===== src/rtl/count_display_driver.sv =====
// Binary-to-BCD (sequential double-dabble) converter feeding an eight-digit
// multiplexed common-anode 7-segment display with leading-zero blanking.
module count_display_driver #(
    parameter int CLK_FREQ_HZ = 100_000_000,
    parameter int REFRESH_HZ  = 1000
) (
    input  logic        clk,
    input  logic        reset,
    input  logic [27:0] countIn,
    output logic [6:0]  seg,
    output logic        dp,
    output logic [7:0]  an,
    output logic        overflow,
    output logic        conv_done
);

    localparam int DIV = CLK_FREQ_HZ / REFRESH_HZ;
    localparam int PW  = (DIV > 2) ? $clog2(DIV) : 1;

    typedef enum logic [1:0] {IDLE, SHIFT, DONE} state_t;

    state_t      state_q, state_d;
    logic [27:0] bin_q, bin_d;
    logic [35:0] bcd_q, bcd_d, bcd_adj;
    logic [4:0]  cnt_q, cnt_d;
    logic [31:0] digits_q, digits_d;
    logic        overflow_q, overflow_d;
    logic        conv_done_q, conv_done_d;
    logic [PW-1:0] pre_q, pre_d;
    logic [2:0]  idx_q, idx_d;
    logic [6:0]  seg_q, seg_d;
    logic [7:0]  an_q, an_d;
    logic        dp_q, dp_d;

    function automatic logic [6:0] decode(input logic [3:0] d);
        case (d)
            4'd0:    decode = 7'b1000000;
            4'd1:    decode = 7'b1111001;
            4'd2:    decode = 7'b0100100;
            4'd3:    decode = 7'b0110000;
            4'd4:    decode = 7'b0011001;
            4'd5:    decode = 7'b0010010;
            4'd6:    decode = 7'b0000010;
            4'd7:    decode = 7'b1111000;
            4'd8:    decode = 7'b0000000;
            4'd9:    decode = 7'b0010000;
            default: decode = 7'b1111111;
        endcase
    endfunction

    // Add-3 correction applied to every nibble before each shift
    generate
        for (genvar gi = 0; gi < 9; gi++) begin : g_adj
            assign bcd_adj[gi*4 +: 4] = (bcd_q[gi*4 +: 4] >= 4'd5) ?
                                        bcd_q[gi*4 +: 4] + 4'd3 : bcd_q[gi*4 +: 4];
        end
    endgenerate

    always_comb begin
        state_d     = state_q;
        bin_d       = bin_q;
        bcd_d       = bcd_q;
        cnt_d       = cnt_q;
        digits_d    = digits_q;
        overflow_d  = overflow_q;
        conv_done_d = 1'b0;
        case (state_q)
            IDLE: begin
                bin_d   = countIn;
                bcd_d   = '0;
                cnt_d   = '0;
                state_d = SHIFT;
            end
            SHIFT: begin
                bcd_d = {bcd_adj[34:0], bin_q[27]};
                bin_d = {bin_q[26:0], 1'b0};
                cnt_d = cnt_q + 5'd1;
                if (cnt_q == 5'd27) state_d = DONE;
            end
            DONE: begin
                if (bcd_q[35:32] != 4'd0) begin
                    digits_d   = 32'h9999_9999;
                    overflow_d = 1'b1;
                end else begin
                    digits_d   = bcd_q[31:0];
                    overflow_d = 1'b0;
                end
                conv_done_d = 1'b1;
                state_d     = IDLE;
            end
            default: state_d = IDLE;
        endcase
    end

    // Scan prescaler, digit index and registered display drive
    logic [31:0] upper;
    logic        blank;
    always_comb begin
        pre_d = (pre_q == PW'(DIV - 1)) ? '0 : pre_q + 1'b1;
        idx_d = (pre_q == PW'(DIV - 1)) ? idx_q + 3'd1 : idx_q;
        upper = digits_q >> {idx_q, 2'b00};
        blank = (idx_q != 3'd0) && (upper == 32'd0);
        an_d  = ~(8'b1 << idx_q);
        seg_d = blank ? 7'b1111111 : decode(upper[3:0]);
        dp_d  = ~overflow_q;
    end

    always_ff @(posedge clk or negedge reset) begin
        if (!reset) begin
            state_q     <= IDLE;
            bin_q       <= '0;
            bcd_q       <= '0;
            cnt_q       <= '0;
            digits_q    <= '0;
            overflow_q  <= 1'b0;
            conv_done_q <= 1'b0;
            pre_q       <= '0;
            idx_q       <= '0;
            seg_q       <= 7'b1000000;
            an_q        <= 8'b1111_1110;
            dp_q        <= 1'b1;
        end else begin
            state_q     <= state_d;
            bin_q       <= bin_d;
            bcd_q       <= bcd_d;
            cnt_q       <= cnt_d;
            digits_q    <= digits_d;
            overflow_q  <= overflow_d;
            conv_done_q <= conv_done_d;
            pre_q       <= pre_d;
            idx_q       <= idx_d;
            seg_q       <= seg_d;
            an_q        <= an_d;
            dp_q        <= dp_d;
        end
    end

    assign seg       = seg_q;
    assign an        = an_q;
    assign dp        = dp_q;
    assign overflow  = overflow_q;
    assign conv_done = conv_done_q;

endmodule

===== config.mk =====
export PLATFORM = sky130hd
export DESIGN_NAME = count_display_driver
export DESIGN_NICKNAME = d
export VERILOG_FILES = /design/src/rtl/count_display_driver.sv
export SDC_FILE = /design/constraint.sdc
export NUM_CORES = 1
export LEC_CHECK = 0
export BUFFER_PORTS_ARGS = -buffer_cell sky130_fd_sc_hd__buf_2
export CAP_MARGIN = 40
export CORE_MARGIN = 2
export CORE_UTILIZATION = 60
export DETAILED_ROUTE_END_ITERATION = 10
export PLACE_DENSITY = 0.81
export SYNTH_ARGS = -nofsm -noshare
export SYNTH_HDL_FRONTEND = slang
export SYNTH_SLANG_ARGS = --single-unit
export TNS_END_PERCENT = 20

===== constraint.sdc =====
create_clock -name clk -period 5.35 [get_ports clk]
set_input_delay 0.8025 -clock clk [delete_from_list [all_inputs] [get_ports clk]]
set_output_delay 0.8025 -clock clk [all_outputs]
set_load 0.02 [all_outputs]

# Yosys cells after proc, flatten, opt, wreduce, memory -nomap -nowiden
# Memory sizes are Yosys's and may differ from the RTL's.
# Index checks and enable logic that the tools add are counted.
# totals
inputBits,30
latchBits,0
ramBits,0
n_memories,1
word_cells,68
regBits,141
romBits,112
output_inout_bits,18
# mem_list
name,depth,word_bits,read_ports,rd_ports_with_merged_regs,wr,line,rtl
(name not given),16,7,1,0,0,36,case (d)
# op_classes
shifts,2
n_eq_ne,5
div_mod_pow,0
n_reduce_logical,6
addsub,12
order_cmp,9
mul,0
bitwise,2
muxes,19
# op_table
cell,n
$pmux 36 s2,1
$pmux 28 s2,1
$ge 4x3->1 const B,9
$add 4x2->4 const B,8
$logic_not 32->1,1
$mux 32,1
$mux 4,8
$shr 32x5->32,1
$add 17x1->17 const B,1
$eq 17x17->1 const B,1
$mux 17,1
$pmux 5 s2,1
$not 8->8,1
$shl 1x3->8 const A,1
$mux 7,1
$add 5x1->5 const B,1
$eq 5x5->1 const B,1
$pmux 2 s2,1
$reduce_bool 4->1,1
$add 3x1->3 const B,1
$add 3x2->3 const B,1
$mux 3,1
$reduce_bool 3->1,1
$eq 2x1->1 const B,1
other kinds (8),9

# Logic depth before layout (Yosys ltp)
# depth
word_depth,4
mapped_depth,9
depth_no_buf,8

# Worst setup path after synthesis
# No wires, ideal clock.
# synth_timing
path_type,register -> register
startpoint,reg idx_q[0]
endpoint,"reg seg_q[0], in the netlist seg[0]"
arrival_time_ps,2218
setup_slack_ps,2993
stages_incl_launch_ff,9
required_ps,5210
setup_time_ps,140
n_path_buf,1
synth_period_minus_slack_ps,2357
path_cell_list,dfrtp_1 buf_6 mux4_1 mux2i_1 inv_1 ha_1 mux2_1 o21ai_1 o21ai_1
# synth_between
elab_chain_len,4
elab_cells_between_ends,6
classes_between,shift: 1; mux: 1; reduce/logical: 3; memory: 1
# synth_lines
element,line,rtl
"start, declared",30,"logic [2:0] idx_q, idx_d;"
"start signal, assigned",131,idx_q <= idx_d;
"parallel branches: the longest is 3 deep, another holds $mem_v2 16x7",--,
$mux 7 *,104,seg_d = blank ? 7'b1111111 : decode(upper[3:0]);
named net seg_d[0],31,"logic [6:0] seg_q, seg_d;"
"end signal, assigned",132,seg_q <= seg_d;
"end, declared",31,
# Mark *: on every way through the listed nets, which the timed path passes.
# A chain may end at the register's enable or synchronous reset.

# Final worst setup path
# layout_timing
startpoint,reg idx_q[0]
endpoint,"reg seg_q[3], in the netlist seg[3]"
# Same word-level chain as after synthesis.

==> results_dict.tcl <==
set metrics [dict create \
    rsz0062_at_grt "false" \
    cts_max_path_buffers 2 \
    p_per_area_nw_per_um2 409 \
    area_delta_synth_final_pct 13.8 \
    via_per_inst 5.83 \
    postRouteAntennaNets 0 \
    fp.dieArea_sq_um 12400 \
    crit_type "flip-flop to flip-flop" \
    fmax_mhz 362 \
    gp_congestion 0.919 \
    cts_num_sinks 141 \
    register_area_sq_um 3540 \
    min_path_type "input pin to asynchronous set/reset pin" \
    synth_top_family_by_area "compound AO/OA/AOI/OAI gates" \
    r2r_cells 7 \
    period_share_pct 51.7 \
    max-cap-violations 0 \
    clkTransAtPathRegs_ps 60 \
    route.detailed.wl_per_inst_um 16.3 \
    drt_iter0_markers 394 \
    max-slew-margin-rel_pct 45.7 \
    clk_latency_ps 440 \
    fillCellCount 798 \
    synth-compound-area-share_pct 13.1 \
    cts_hold_buffers 0 \
    ys_seq_area_share_pct 51.3 \
    leakagePower_nw 3.73 \
    synth-seq-cells 141 \
    critPathLaunch "idx_q[0]" \
    mostFrequentLayoutCell "dfrtp_1" \
    grt_pass1_wl_mm 24.5 \
    drive_above_1_share_pct 14.6 \
    skew_ps 12.9 \
    drtPass1Iterations 5 \
    cp_max_fo 15 \
    wirelength_mm 14.2 \
    synth_fp_nets 738 \
    dpl.hpwl_mm 9.47 \
    worstMarginPinSlew_ps 814 \
    synthCells 676 \
    yosys.area_share.simple_pct 13.1 \
    r2r-start "idx_q[0]" \
    cts_setup_buffers 0 \
    yosysTopAreaCell "dfrtp_1" \
    synth_top_area_share_pct 47.8 \
    fin_crit_ps 2770 \
    grt_pass1_vias 5157 \
    io_buffers 47 \
    multiInputGateArea_sq_um 3110 \
    finalSetupViolCount 0 \
    yosysWarnings 0 \
    core.rowCount 39 \
    slew_violations 0 \
    endpoint_kind "flip-flop" \
    cts_made_buffers 17 \
    outcome "finished, final reports clean" \
    synthXorXnorAreaFrac_pct 4.19 \
    ioPinCount 48 \
    critPathRequiredTime_ps 5640 \
    synthTopCellsByArea "dfrtp_1, ha_1, o21ai_0" \
    core_sq_um 11300 \
    grt_usage_pct 24.7 \
    cts_root_buf "clkbuf_16" \
    cts_tree "done" \
    nets 781 \
    peakVddDrop_mv 0.405 \
    yosys.area_share.adder_pct 5.80 \
    netlist_area_sq_um 6910 \
    n_antenna_cell 0 \
    fp.dieW_um 111 \
    antenna_found_initial 0 \
    ctsResizeCount 0 \
    htreeDepth 4 \
    drc 0 \
    route.vias.total 5100 \
    grt_overflow 0 \
    crit_arrival_ps 3060 \
    power_mw 3.21 \
    start_util_pct 61.0 \
    die_h_um 111 \
    worstSetupStartpointType "flip-flop" \
    mostFrequentLayoutCells "dfrtp_1, nand2_1, o21ai_0" \
    muxShareOfSynthArea_pct 8.91 \
    hold_violations 0 \
    syn_avg_cell_area_sq_um 10.2 \
    tns_ps 0 \
    grt_start_max_net_pins 93 \
    synth_cell_types 44 \
]
-- synthesized netlist by cell type (all sizes together) --
library cell,instances
dfrtp,132
nand2,97
o21ai,87
nor2,51
a21oi,39
mux2i,34
ha,32
inv,31
xnor2,18
clkbuf,17
xor2,15
nand3,14
nand2b,13
a22o,12
buf,11
dfstp,9
mux4,8
nor4,8
o22a,8
o31ai,8
nor3,7
nand4,6
mux2,5
and3,4
nor2b,2
a21boi,1
clkinv,1
nor3b,1
nor4b,1
o221ai,1
o22ai,1
o311a,1
or3,1
-- final cells by class --
class | count | area share (%)
multi-input cells | 475 | 39.6
clock inverters | 13 | 1.96
inverters | 32 | 1.53
clock buffers | 19 | 5.76
well taps | 143 | 2.28
flip-flops and latches | 141 | 45.1
repair buffers | 52 | 3.81
-- flip-flops by register name, indices dropped and copies added (netlist names) --
| name | flops |
|---|---|
| bcd_q | 36 |
| digits_q | 32 |
| bin_q | 28 |
| pre_q | 17 |
| an | 8 |
| seg | 7 |
| cnt_q | 5 |
| idx_q | 3 |
| state_q | 2 |
| conv_done | 1 |
| dp | 1 |
| overflow | 1 |
-- critical path: stages (launching register included) --
cell and delay (ps):
dfrtp_1 750, mux4_1 640, mux2i_1 370, inv_1 140, ha_1 230, mux2_1 300
o21ai_1 120, o21ai_1 80
-- worst paths after layout --
| path | endpoint | slack (ps) |
|---|---|---|
| max in group asynchronous | bcd_q[9] | 3790 |
| min in group clk | dp | 470 |
| hold reg to reg | dp | 470 |
| setup / recovery | seg[3] | 2580 |
| setup reg to reg | seg[3] | 2580 |
| hold / removal | bcd_q[28] | 440 |
-- through the flow --
step	area (sq um)	util, %	hold WS, ps	cells	setup slack [ps]
5_1_grt	7860	69.4	468	875	2340
3_3_place_gp	7220	63.7	432	841	2680
6_report	7860	69.4	437	875	2580
4_1_cts	7860	69.4	466	875	2580
3_5_place_dp	7250	64.1	434	843	2600
2_1_floorplan	6910	-	445	676	2990
-- logic make-up after synthesis --
kind of cell,count (synthesis)
AOI/OAI and AO/OA,158
xor gates and xnor gates,33
adders and majority gates,32
buffers and inverters,60
DFF,141
muxes,47
and+or+nand+nor,205
-- where the power goes --
part / switching (mW) / internal [mW] / total [mW] / leakage [nW]
clock: 0.483 / 0.720 / 1.20 / 0.285
combinational: 0.353 / 0.281 / 0.634 / 1.63
sequential: 0.152 / 1.22 / 1.37 / 1.82
-- routing by layer --
metal	track usage [%]	routed length (um)	vias to the layer above
met5	0	0	-
met4	10.0	319	0
met3	6.72	746	33
met2	41.0	7220	158
met1	30.8	5960	2485
li1	-	-	2424
No activity file was read; power rests on OpenSTA's default activity.
